<file path="config.mk">
export PLATFORM = sky130hd
export DESIGN_NAME = fetch_unit_flat
export DESIGN_NICKNAME = d
export VERILOG_FILES = /design/src/rtl/fetch_unit_if.sv /design/src/rtl/fetch_unit.sv /design/src/flat_wrapper.sv
export SDC_FILE = /design/constraint.sdc
export NUM_CORES = 1
export LEC_CHECK = 0
export ABC_AREA = 1
export ABC_CLOCK_PERIOD_IN_PS = 2000
export BUFFER_PORTS_ARGS = -buffer_cell sky130_fd_sc_hd__buf_2
export CAP_MARGIN = 30
export CORE_ASPECT_RATIO = 0.7
export CORE_MARGIN = 8
export CORE_UTILIZATION = 51
export DETAILED_ROUTE_END_ITERATION = 7
export PLACE_DENSITY_LB_ADDON = 0.25
export SYNTH_ARGS = -nofsm -noshare
export SYNTH_HDL_FRONTEND = slang
export SYNTH_SLANG_ARGS = --single-unit
</file>
<file path="constraint.sdc">
create_clock -name clk -period 2 [get_ports clk]
set_input_delay 0.1 -clock clk [delete_from_list [all_inputs] [get_ports clk]]
set_output_delay 0.1 -clock clk [all_outputs]
set_load 0.01 [all_outputs]
</file>
<file path="src/rtl/fetch_unit_if.sv">
// Bundle of the fetch unit's memory, decoder and redirect handshakes.
// The master modport is the fetch unit; the slave side is memory, decoder and branch logic.
interface fetch_unit_if;
    logic        imem_req;
    logic [31:0] imem_addr;
    logic        imem_ack;
    logic [31:0] imem_rdata;
    logic        instr_valid;
    logic        instr_ready;
    logic [31:0] instr;
    logic [7:0]  opcode;
    logic [31:0] pc_out;
    logic        redirect;
    logic [31:0] redirect_pc;
    logic [15:0] fetch_count;

    modport master (
        output imem_req, imem_addr, instr_valid, instr, opcode, pc_out, fetch_count,
        input  imem_ack, imem_rdata, instr_ready, redirect, redirect_pc
    );

    modport slave (
        input  imem_req, imem_addr, instr_valid, instr, opcode, pc_out, fetch_count,
        output imem_ack, imem_rdata, instr_ready, redirect, redirect_pc
    );
endinterface

</file>
<file path="src/rtl/fetch_unit.sv">
// Single-outstanding instruction fetch stage: request a word, hold it for the decoder,
// and follow redirects without ever abandoning a memory request that is still in flight.
module fetch_unit #(
    parameter logic [31:0] RESET_PC = 32'h0000_0000,
    parameter logic [31:0] PC_STEP  = 32'd4
) (
    input logic        clk,
    input logic        rst_n,
    fetch_unit_if.master bus
);

    typedef enum logic [1:0] {
        FETCH,
        HOLD,
        DRAIN
    } state_t;

    state_t      state;
    state_t      state_next;
    logic [31:0] pc;
    logic [31:0] drain_addr;

    always_ff @(posedge clk) begin
        if (!rst_n) begin
            state <= FETCH;
        end else begin
            state <= state_next;
        end
    end

    always_comb begin
        state_next = state;
        case (state)
            FETCH: begin
                if (bus.redirect) begin
                    state_next = bus.imem_ack ? FETCH : DRAIN;
                end else if (bus.imem_ack) begin
                    state_next = HOLD;
                end
            end
            HOLD: begin
                if (bus.redirect || bus.instr_ready) begin
                    state_next = FETCH;
                end
            end
            DRAIN: begin
                if (bus.imem_ack) begin
                    state_next = FETCH;
                end
            end
            default: state_next = FETCH;
        endcase
    end

    // While draining, pc already points at the redirect target, so the stale address is replayed.
    always_comb begin
        bus.imem_req    = (state != HOLD);
        bus.imem_addr   = (state == DRAIN) ? drain_addr : pc;
        bus.instr_valid = (state == HOLD);
    end

    always_ff @(posedge clk) begin
        if (!rst_n) begin
            pc              <= RESET_PC;
            drain_addr      <= 32'h0000_0000;
            bus.instr       <= 32'h0000_0000;
            bus.pc_out      <= 32'h0000_0000;
            bus.fetch_count <= 16'h0000;
        end else begin
            if (bus.redirect) begin
                pc <= bus.redirect_pc;
            end
            case (state)
                FETCH: begin
                    if (bus.imem_ack && !bus.redirect) begin
                        bus.instr  <= bus.imem_rdata;
                        bus.pc_out <= pc;
                        pc         <= pc + PC_STEP;
                    end else if (!bus.imem_ack && bus.redirect) begin
                        drain_addr <= pc;
                    end
                end
                HOLD: begin
                    if (bus.instr_ready && !bus.redirect) begin
                        bus.fetch_count <= bus.fetch_count + 16'd1;
                    end
                end
                default: begin
                end
            endcase
        end
    end

    assign bus.opcode = bus.instr[31:24];

endmodule

</file>
<file path="src/flat_wrapper.sv">
// flat-port wrapper written by rule: the top's interface ports become plain ports
module fetch_unit_flat 
#(
    parameter logic [31:0] RESET_PC = 32'h0000_0000,
    parameter logic [31:0] PC_STEP  = 32'd4
)
  (clk, rst_n, bus_imem_req, bus_imem_addr, bus_instr_valid, bus_instr, bus_opcode, bus_pc_out, bus_fetch_count, bus_imem_ack, bus_imem_rdata, bus_instr_ready, bus_redirect, bus_redirect_pc);
  fetch_unit_if bus_i ();
  input logic clk;
  input logic rst_n;
  output wire logic [$bits(bus_i.imem_req)-1:0] bus_imem_req;
  output wire logic [$bits(bus_i.imem_addr)-1:0] bus_imem_addr;
  output wire logic [$bits(bus_i.instr_valid)-1:0] bus_instr_valid;
  output wire logic [$bits(bus_i.instr)-1:0] bus_instr;
  output wire logic [$bits(bus_i.opcode)-1:0] bus_opcode;
  output wire logic [$bits(bus_i.pc_out)-1:0] bus_pc_out;
  output wire logic [$bits(bus_i.fetch_count)-1:0] bus_fetch_count;
  input wire logic [$bits(bus_i.imem_ack)-1:0] bus_imem_ack;
  input wire logic [$bits(bus_i.imem_rdata)-1:0] bus_imem_rdata;
  input wire logic [$bits(bus_i.instr_ready)-1:0] bus_instr_ready;
  input wire logic [$bits(bus_i.redirect)-1:0] bus_redirect;
  input wire logic [$bits(bus_i.redirect_pc)-1:0] bus_redirect_pc;
  assign bus_imem_req = bus_i.imem_req;
  assign bus_imem_addr = bus_i.imem_addr;
  assign bus_instr_valid = bus_i.instr_valid;
  assign bus_instr = bus_i.instr;
  assign bus_opcode = bus_i.opcode;
  assign bus_pc_out = bus_i.pc_out;
  assign bus_fetch_count = bus_i.fetch_count;
  assign bus_i.imem_ack = bus_imem_ack;
  assign bus_i.imem_rdata = bus_imem_rdata;
  assign bus_i.instr_ready = bus_instr_ready;
  assign bus_i.redirect = bus_redirect;
  assign bus_i.redirect_pc = bus_redirect_pc;
  fetch_unit #(.RESET_PC(RESET_PC), .PC_STEP(PC_STEP)) u_core (.clk(clk), .rst_n(rst_n), .bus(bus_i));
endmodule
</file>
== After elaboration in Yosys (flattened, before gate mapping) ==
Index checks and enable logic that the tools add are counted.
W data, S select, Z words.

* Input port bits: 69
* Register bits after elaboration: 146

* Bitwise gates (word level): 1
* Equal/unequal tests: 6
* Reduce and logical (&&, ||, !) cells: 11
* $add $sub $neg: 2
* Multiplexer cells: 10

{| class="wikitable"
|+ Operators with widths
! operator !! number
|-
| $mux W32 || 4
|-
| $add A32 B3 Y32 const B || 1
|-
| $add A16 B1 Y16 const B || 1
|-
| $mux W2 || 5
|-
| $pmux W2 S3 || 1
|-
| $reduce_and A3 Y1 || 2
|-
| $ne A2 B1 Y1 const B || 2
|-
| $reduce_and A2 Y1 || 2
|-
| $logic_and A1 B1 Y1 || 3
|-
| $ne A3 B3 Y1 const B || 1
|-
| $eq A2 B1 Y1 const B || 1
|-
| $eq A2 B2 Y1 const B || 1
|-
| $logic_not A1 Y1 || 2
|-
| $logic_not A2 Y1 || 1
|-
| $ne A2 B2 Y1 const B || 1
|-
| $logic_or A1 B1 Y1 || 1
|-
| $not A1 Y1 || 1
|}

== Longest topological paths before layout ==
Gate-level depths: netlist of run 1.

* Word-level depth: 4
* Mapped depth: 9
* Gate-level depth less buffers: 9

== Worst setup path before layout of run 1 ==
OpenSTA, ideal clock, no wires.

* Path type: reg-to-reg
* Start: register u_core.pc[3]
* End: register u_core.pc[22]
* Data arrival time: 1.262 ns
* Setup time: 0.117 ns
* Stages on the path, launching flop included: 9
* Setup slack: 0.620 ns
* Path through: dfxtp_1 -> ha_1 -> nand2_2 -> nor2_4 -> nand3_2 -> nor2_4 -> nand2_1 -> o21ai_0 -> nor2_1

* Longest elaborated chain between the ends: 3

{| class="wikitable"
|+ Ends and longest elaborated chain
! element !! RTL line !! source
|-
| start: declaration || fetch_unit.sv:20 || <nowiki>logic [31:0] pc;</nowiki>
|-
| start signal: assignment || fetch_unit.sv:71 || <nowiki>pc <= bus.redirect_pc;</nowiki>
|-
| start signal: assignment || fetch_unit.sv:78 || <nowiki>pc <= pc + PC_STEP;</nowiki>
|-
| $add A32 B3 Y32 || fetch_unit.sv:78 ||
|-
| $mux W32 || fetch_unit.sv:75 || <nowiki>if (bus.imem_ack && !bus.redirect) begin</nowiki>
|-
| $mux W32 || fetch_unit.sv:73 || <nowiki>case (state)</nowiki>
|}

No other way between the ends.
A chain may end at the register's enable or synchronous reset.

== Worst setup path after layout of run 1 ==
* Start: register u_core.state[1]
* End: output bus_imem_addr[31]

* Longest elaborated chain between the ends: 2

{| class="wikitable"
|+ Ends and longest elaborated chain
! element !! RTL line !! source
|-
| start: declaration || fetch_unit.sv:18 || <nowiki>state_t state;</nowiki>
|-
| start signal: assignment || fetch_unit.sv:27 || <nowiki>state <= state_next;</nowiki>
|-
| $eq A2 B2 Y1 || fetch_unit.sv:58 || <nowiki>bus.imem_addr = (state == DRAIN) ? drain_addr : pc;</nowiki>
|-
| $mux W32 || fetch_unit.sv:58 ||
|-
| end: declaration || flat_wrapper.sv:12 || <nowiki>output wire logic [$bits(bus_i.imem_addr)-1:0] bus_imem_addr;</nowiki>
|}

No other way between the ends.

==> results of run 1 <==
==> layout make-up <==
class,instances,area share
multi-input cells,689,0.372
flip-flops and latches,146,0.339
repair buffers,241,0.173
clock buffers,19,0.0514
inverters,64,0.0279
well taps,166,0.0241
clock inverters,12,0.0129
diodes,1,0.000290
==> flip-flops by register name, summed over array words and instances (netlist names) <==
signal,count
u_core.bus.pc_out,32
u_core.bus.instr,32
u_core.drain_addr,32
u_core.state,2
u_core.bus.fetch_count,16
u_core.pc,32
==> logic make-up (layout without fill, tap and decap cells) <==
logic type,count (synthesis),in the layout
buf+inv,127,336
xor+xnor,6,6
compound gates,266,266
simple gates,415,415
flops,146,146
fa+ha+maj,2,2
other cells,0,1
==> worst min-delay path by stage <==
stage / cells past startpoint / slack [ns] / to / start
global route: 4 / 0.03 / u_core.pc[0] / bus_redirect
floorplan: 2 / 0.23 / u_core.pc[0] / bus_redirect_pc[0]
CTS: 4 / 0.008 / u_core.pc[1] / bus_redirect
global placement: 3 / 0.34 / u_core.pc[0] / bus_redirect_pc[0]
detailed placement: 3 / 0.33 / u_core.pc[0] / bus_redirect_pc[0]
finish: 4 / 0.03 / u_core.pc[0] / bus_redirect
==> per-layer routing <==
layer	routed length, um	GRT usage	share of wire
met5	0	0	0
met4	200	0.0644	0.010
met3	1350	0.0611	0.068
met2	8930	0.369	0.45
met1	9310	0.299	0.47
==> worst max-delay path, stage by stage (launching register included) <==
cell     delay (ns)
dfxtp_1        0.34
inv_1          0.08
nor2_4         0.16
buf_12         0.21
nand2_1        0.06
o21ai_0        0.12
buf_2          0.20
==> Yosys cell counts (all sizes together) <==
cell type  count  area (um2)
clkinv         2        7.51
clkbuf        27         103
ha             2        25.0
nor2         188         768
nand4         11        68.8
o211ai         1        7.51
inv           62         233
o211a          1        10.0
xor2           5        43.8
a311oi         1        8.76
a211oi         3        22.5
a21boi         2        15.0
nand3b         1        7.51
a21oi         91         455
o21ai        160         801
nand3         24         165
or2            1        6.26
nor3          14        70.1
xnor2          1        8.76
dfxtp        146        2920
buf           36         206
a31oi          7        43.8
nand2        175         664
and2           1        6.26
==> metrics by stage <==
| stage | setup slack [ns] | instance area [um2] | hold slack, ns | std cells | util |
|---|---|---|---|---|---|
| 2_1_floorplan | 0.620 | 6670 | 0.235 | 962 | - |
| 3_3_place_gp | 0.497 | 7680 | 0.337 | 1267 | 0.592 |
| 3_5_place_dp | 0.407 | 7680 | 0.335 | 1267 | 0.592 |
| 4_1_cts | 0.0905 | 8610 | 0.00768 | 1336 | 0.665 |
| 5_1_grt | 0.213 | 8620 | 0.0267 | 1338 | 0.665 |
| 6_report | 0.323 | 8620 | 0.0304 | 1338 | 0.665 |
==> power groups by stage <==
stage / sequential (uW) / clock [uW] / combinational (uW)
floorplan: 3320 / 0 / 598
global placement: 3290 / 0 / 1000
detailed placement: 3300 / 0 / 1010
CTS: 3240 / 3020 / 1080
global route: 3270 / 3150 / 1210
finish: 3240 / 2950 / 1080
==> timing repair <==
action / in CTS / in global routing
hold buffers: 38 / 0
buffers inserted: 0 / 1
hold endpoints to repair: 39 / 0
endpoints found under the setup margin: 0 / 1
==> summary.txt, run 1 <==
Clock network
  • CTS tree: yes
  • CTS Sinks: 146
  • # resized after CTS: 0
  • H-tree Lvls: 4
  • CTS Buf Count: 17
  • Clock-pin transition on the worst setup and hold timing paths: 0.06 ns
  • Worst skew pair latency: 0.42 ns
  • Clock Tree Buf Depth: 2
  • CTS root buf: clkbuf_16

Routing
  • Number of DRC markers in iteration 0: 489
  • Routed WL: 19.8 mm
  • Post-route DRC: 0
  • Via count of the routed design: 6931
  • DRT antenna net count: 0
  • Drt pass-1 iters: 5
  • WL per Instance: 14.8 um
  • Drt via density: 5.18

Setup path
  • Max FO, Critical Path: 45
  • CP Capture Type: output pin
  • Worst setup SP type: flop
  • Worst Reg2Reg Path Length in Cells: 8
  • Crit path kind: flop to output pin
  • RR Startpoint: u_core.pc[3]
  • CP startpoint: u_core.state[1]
  • Reg2reg end: u_core.pc[22]
  • Worst R2R Setup Slack: approximately 0.40 ns
  • Critical Path RT: 1.90 ns
  • Crit path to: bus_imem_addr[31]
  • WP data arrival: about 1.6 ns

Synthesis
  • Post-Synth XOR/XNOR Area: 0.00788
  • Largest family of logic cells by synthesized area: simple AND/OR/NAND/NOR gates
  • Seq cells post-synth: 146
  • Post-synthesis mux area share: 0
  • Mean post-synth cell area: ~7 um2
  • Post-Syn Area: 6670 um2
  • Cell variety after synth: 35
  • Post-synthesis net count: around 1000
  • Post-synthesis compound-gate area fraction: 0.204
  • Synth Area in Simple Gates: 0.263
  • Sequential cell area fraction in the yosys report: 0.438
  • Adder-cell area share of the yosys netlist: 0.00375
  • Gate Count Post-Synth: approximately 960
  • YS warnings: 0

Power
  • Max VDD drop: about 0.00065 V
  • Sequential power share: 0.446
  • Total design power: approximately 7300 uW
  • Clock power frac: 0.406
  • Pwr Density: between 800 and 900 nW/um2
  • Switching portion of total power: 0.275
  • Sw Pwr: 2000 uW
  • LEAKAGE: 0.00384 uW
  • Power Internal: 5270 uW
  • Comb power frac: 0.148

Place
  • Routability Congestion: 0.922
  • Detailed Place HPWL: about 14 mm
  • I/O Buffers: 190

GRT
  • Antenna violations before repair: 1
  • Vias in the first global route: 6634
  • First-pass GRT wire length: 32.9 mm
  • GR Overflow Total: 0
  • Total track usage: 0.230
  • Largest net degree at the start of global routing: 75

Die
  • Row Count: 35
  • Core Box Area: 13000 um2
  • Die Y: 112 um
  • Initial Util: 0.515
  • I/O pin count: 191
  • Die footprint: ~17000 um2
  • Die width: 153 um

Final layout
  • Fillers: 1162
  • Fraction of layout cells with a size suffix above 1: 0.221
  • Commonest non-fill, non-tap cell in the layout: buf_2
  • Nets: 1230
  • Synth-to-layout area growth: 29.3%
  • Sequential cell area: about 3000 um2
  • Multi-input logic area: 3210 um2
  • Commonest non-fill, non-tap cells in the layout: buf_2 (190), nor2_1 (174), nand2_1 (172)

Min path
  • HP Class: primary input to flop

STA
  • Setup repair after global routing missed its margin: false
  • Worst Max-Slew Pin Slew: 0.423 ns
  • Clock Skew: 0.0133 ns
  • FMAX: 596 MHz
  • Final setup violation count: 0
  • Worst slew margin: 0.718
  • Final Hold Fails: 0
  • Final period utilization: 0.838
  • Minimum clock period: 1.68 ns
  • Final Max Slew Viols: 0
  • Sum Neg Setup Slack: 0 ns

Job
  • Maximum capacitance violations: 0

Run status
  • Outcome: finished, final reports clean
(Power assumes the default switching activity.)
==> run 2: changes to the inputs <==
--- a/config.mk
+++ b/config.mk
@@ -6,12 +6,12 @@
 export NUM_CORES = 1
 export LEC_CHECK = 0
 export ABC_AREA = 1
-export ABC_CLOCK_PERIOD_IN_PS = 2000
+export ABC_CLOCK_PERIOD_IN_PS = 1500
 export BUFFER_PORTS_ARGS = -buffer_cell sky130_fd_sc_hd__buf_2
 export CAP_MARGIN = 30
 export CORE_ASPECT_RATIO = 0.7
 export CORE_MARGIN = 8
-export CORE_UTILIZATION = 51
+export CORE_UTILIZATION = 47
 export DETAILED_ROUTE_END_ITERATION = 7
 export PLACE_DENSITY_LB_ADDON = 0.25
 export SYNTH_ARGS = -nofsm -noshare
==> constraint.sdc (replaced) <==
create_clock -name clk -period 1.5 [get_ports clk]
set_input_delay 0.075 -clock clk [delete_from_list [all_inputs] [get_ports clk]]
set_output_delay 0.075 -clock clk [all_outputs]
set_load 0.01 [all_outputs]
==> run 2 against run 1 <==
Net effect: the run now ends with setup timing left; total power increased by 45%; via count increased by 5.1%; final area increased by 7.1%; combinational power increased by 51%; routed wire length increased by 11%; critical path type unchanged; largest cell class unchanged; largest power group is now clock.
==> summary.txt, run 2 (synthesis results as in run 1) <==
Run status
  • Outcome: complete, but fails checks
  • Failing checks: setup timing

Clock network
  • CTS root buf: clkbuf_16
  • Worst skew pair latency: 0.42 ns (about the same)
  • Clock Tree Buf Depth: 2 (unchanged)
  • CTS Sinks: 146 (unchanged)
  • CTS tree: yes
  • H-tree Lvls: 4 (unchanged)
  • CTS Buf Count: 17 (unchanged)
  • Clock-pin transition on the worst setup and hold timing paths: 0.06 ns (about the same)

Die
  • I/O pin count: 191 (unchanged)
  • Die footprint: 18300 um2 (+7.4%)
  • Initial Util: 0.481 (-0.0338)
  • Die width: 158 um (+3.7%)
  • Core Box Area: 13900 um2 (+7.0%)
  • Die Y: 116 um (+3.6%)
  • Row Count: 36 (+2.9%)

Final layout
  • Fraction of layout cells with a size suffix above 1: 0.263 (+0.0417)
  • Synth-to-layout area growth: 38.5%
  • Fin cells: 1394 (+4.2%)
  • Commonest non-fill, non-tap cell in the layout: buf_2
  • Fin area: 9240 um2 (+7.1%)
  • Commonest non-fill, non-tap cells in the layout: buf_2 (188), nand2_1 (168), nor2_1 (164)
  • Nets: 1260 (+2.4%)

STA
  • Slack of the critical path: -0.0726 ns (-0.396 ns)
  • Final Hold Fails: 0 (unchanged)
  • Clock Skew: 0.00915 ns (-0.00414 ns)
  • Final setup violation count: 54 (+54)
  • FMAX: 636 MHz
  • Final Max Slew Viols: 0 (unchanged)
  • Setup repair after global routing missed its margin: true
  • Worst Max-Slew Pin Slew: 0.336 ns (-0.0871 ns)
  • Minimum clock period: around 1.6 ns
  • Final period utilization: 1.05
  • Worst slew margin: 0.774 (+0.0564)

Routing
  • Number of DRC markers in iteration 0: 605 (+24%)
  • Drt pass-1 iters: 6 (+1)
  • Drt via density: 5.22 (+0.86%)
  • DRT antenna net count: 0 (unchanged)
  • Via count of the routed design: 7283 (+5.1%)
  • WL per Instance: 15.8 um (+6.8%)
  • Post-route DRC: 0 (unchanged)
  • Routed WL: 22.0 mm (+11%)

Power
  • LEAKAGE: 0.00409 uW (+6.5%)
  • Sequential power share: 0.410 (-0.036)
  • Pwr Density: 1140 nW/um2 (+35%)
  • Comb power frac: 0.155 (+0.007)
  • Power Internal: 7640 uW (+45%)
  • Sw Pwr: 2900 uW (+45%)
  • Switching portion of total power: 0.275 (+0.000475)
  • Max VDD drop: 0.000918 V (+41%)
  • Clock power frac: 0.435 (+0.029)
  • Total design power: 10500 uW (+45%)

Setup path
  • WP data arrival: 1.50 ns (-0.08 ns)
  • Crit-path leading delay family: buffers and inverters
  • CP cell instances: inv_2 -> nor2_4 -> buf_12 -> buf_12 -> nand2_1 -> nand2_1 -> buf_2
  • Critical Path RT: 1.42 ns (-0.48 ns)
  • Worst setup SP type: flop
  • CP Capture Type: output pin
  • Critical path's slowest cell: dfxtp_2
  • Max FO, Critical Path: 20 (-56%)
  • Worst R2R Setup Slack: -0.04 ns (-0.44 ns)
  • CP bufs+invs: 4 (+1)
  • Crit path kind: flop to output pin
  • Critical Path Max Stage Delay: 0.34 ns (about the same)

GRT
  • Largest net degree at the start of global routing: 79 (+5.3%)
  • Total track usage: 0.231 (+0.00136)
  • Antenna violations before repair: 2 (+1)
  • First-pass GRT wire length: 33.9 mm (+3.3%)
  • Vias in the first global route: 6682 (+0.72%)
  • GR Overflow Total: 0 (unchanged)

Place
  • Placed cell count: 1308 (+3.2%)
  • I/O Buffers: 190 (unchanged)
  • Routability Congestion: 0.872 (-5.4%)
  • Detailed Place HPWL: 14.1 mm (+2.3%)
  • Placed Instance Area: 7880 um2 (+2.5%)

Job
  • Maximum capacitance violations: 0 (unchanged)

Min path
  • HP Class: primary input to flop
==> run 2: worst register-to-register path, cell delays in order (launching register included) <==
cell and delay (ns):
dfxtp_2 0.32, buf_4 0.13, nor2_2 0.18, inv_2 0.07, nor2_4 0.19, buf_12 0.20, nand2_1 0.11, nor3_1 0.18
nor2_1 0.06
==> run 2: power by group through the flow <==
stage	registers, uW	logic [uW]	clock network (uW)
detailed placement	4390	1420	0
global placement	4380	1400	0
floorplan	4420	798	0
global route	4350	1810	4790
CTS	4300	1570	4630
finish	4320	1630	4590
==> run 2: repair_timing <==
action                     in CTS  in global routing
hold endpoints to repair       42                  0
gates resized for setup        25                 43
gates cloned                    2                  2
pin swaps                       2                  7
hold buffers                   40                  0
buffers inserted                4                  5
setup endpoints to repair      32                110
==> run 2: layer usage <==
layer / vias up / global-route usage / routed length (um) / part of all wire
met5: - / 0 / 0 / 0
met4: 0 / 0.0708 / 388 / 0.018
met3: 32 / 0.0551 / 1780 / 0.081
met2: 285 / 0.372 / 10100 / 0.46
met1: 3350 / 0.301 / 9790 / 0.44
li1: 3616 / - / - / -
==> run 2: path summary, 6_finish.rpt <==
check / startpoint / endpoint / depth (start not counted)
worst max-delay path: u_core.state[1] / bus_imem_addr[11] / 7
worst min-delay path: bus_redirect_pc[12] / u_core.pc[12] / 5
worst max register to register: u_core.state[1] / u_core.pc[19] / 8
worst min register to register: u_core.bus.pc_out[11] / u_core.bus.pc_out[11] / 2
==> run 2: area by class of cell <==
class / count / area, um2
sequential: 146 / 2930
clock buffer: 18 / 429
antenna: 2 / 5.00
fill: 1208 / 4630
timing repair buffer: 271 / 1880
tap: 190 / 238
inverter: 64 / 240
multi-input combinational: 689 / 3320
clock inverter: 14 / 203
==> run 2: per-stage QoR <==
stage	hold WS [ns]	TNS (ns)	util	setup slack (ns)
after detailed placement	0.311	0	0.568	0.0350
after global routing	0.0404	-7.06	0.666	-0.147
after CTS	0.0123	-3.96	0.652	-0.152
after global placement	0.321	0	0.568	0.0638
final	0.0233	-2.06	0.666	-0.0726
after floorplan	0.210	0	-	0.120
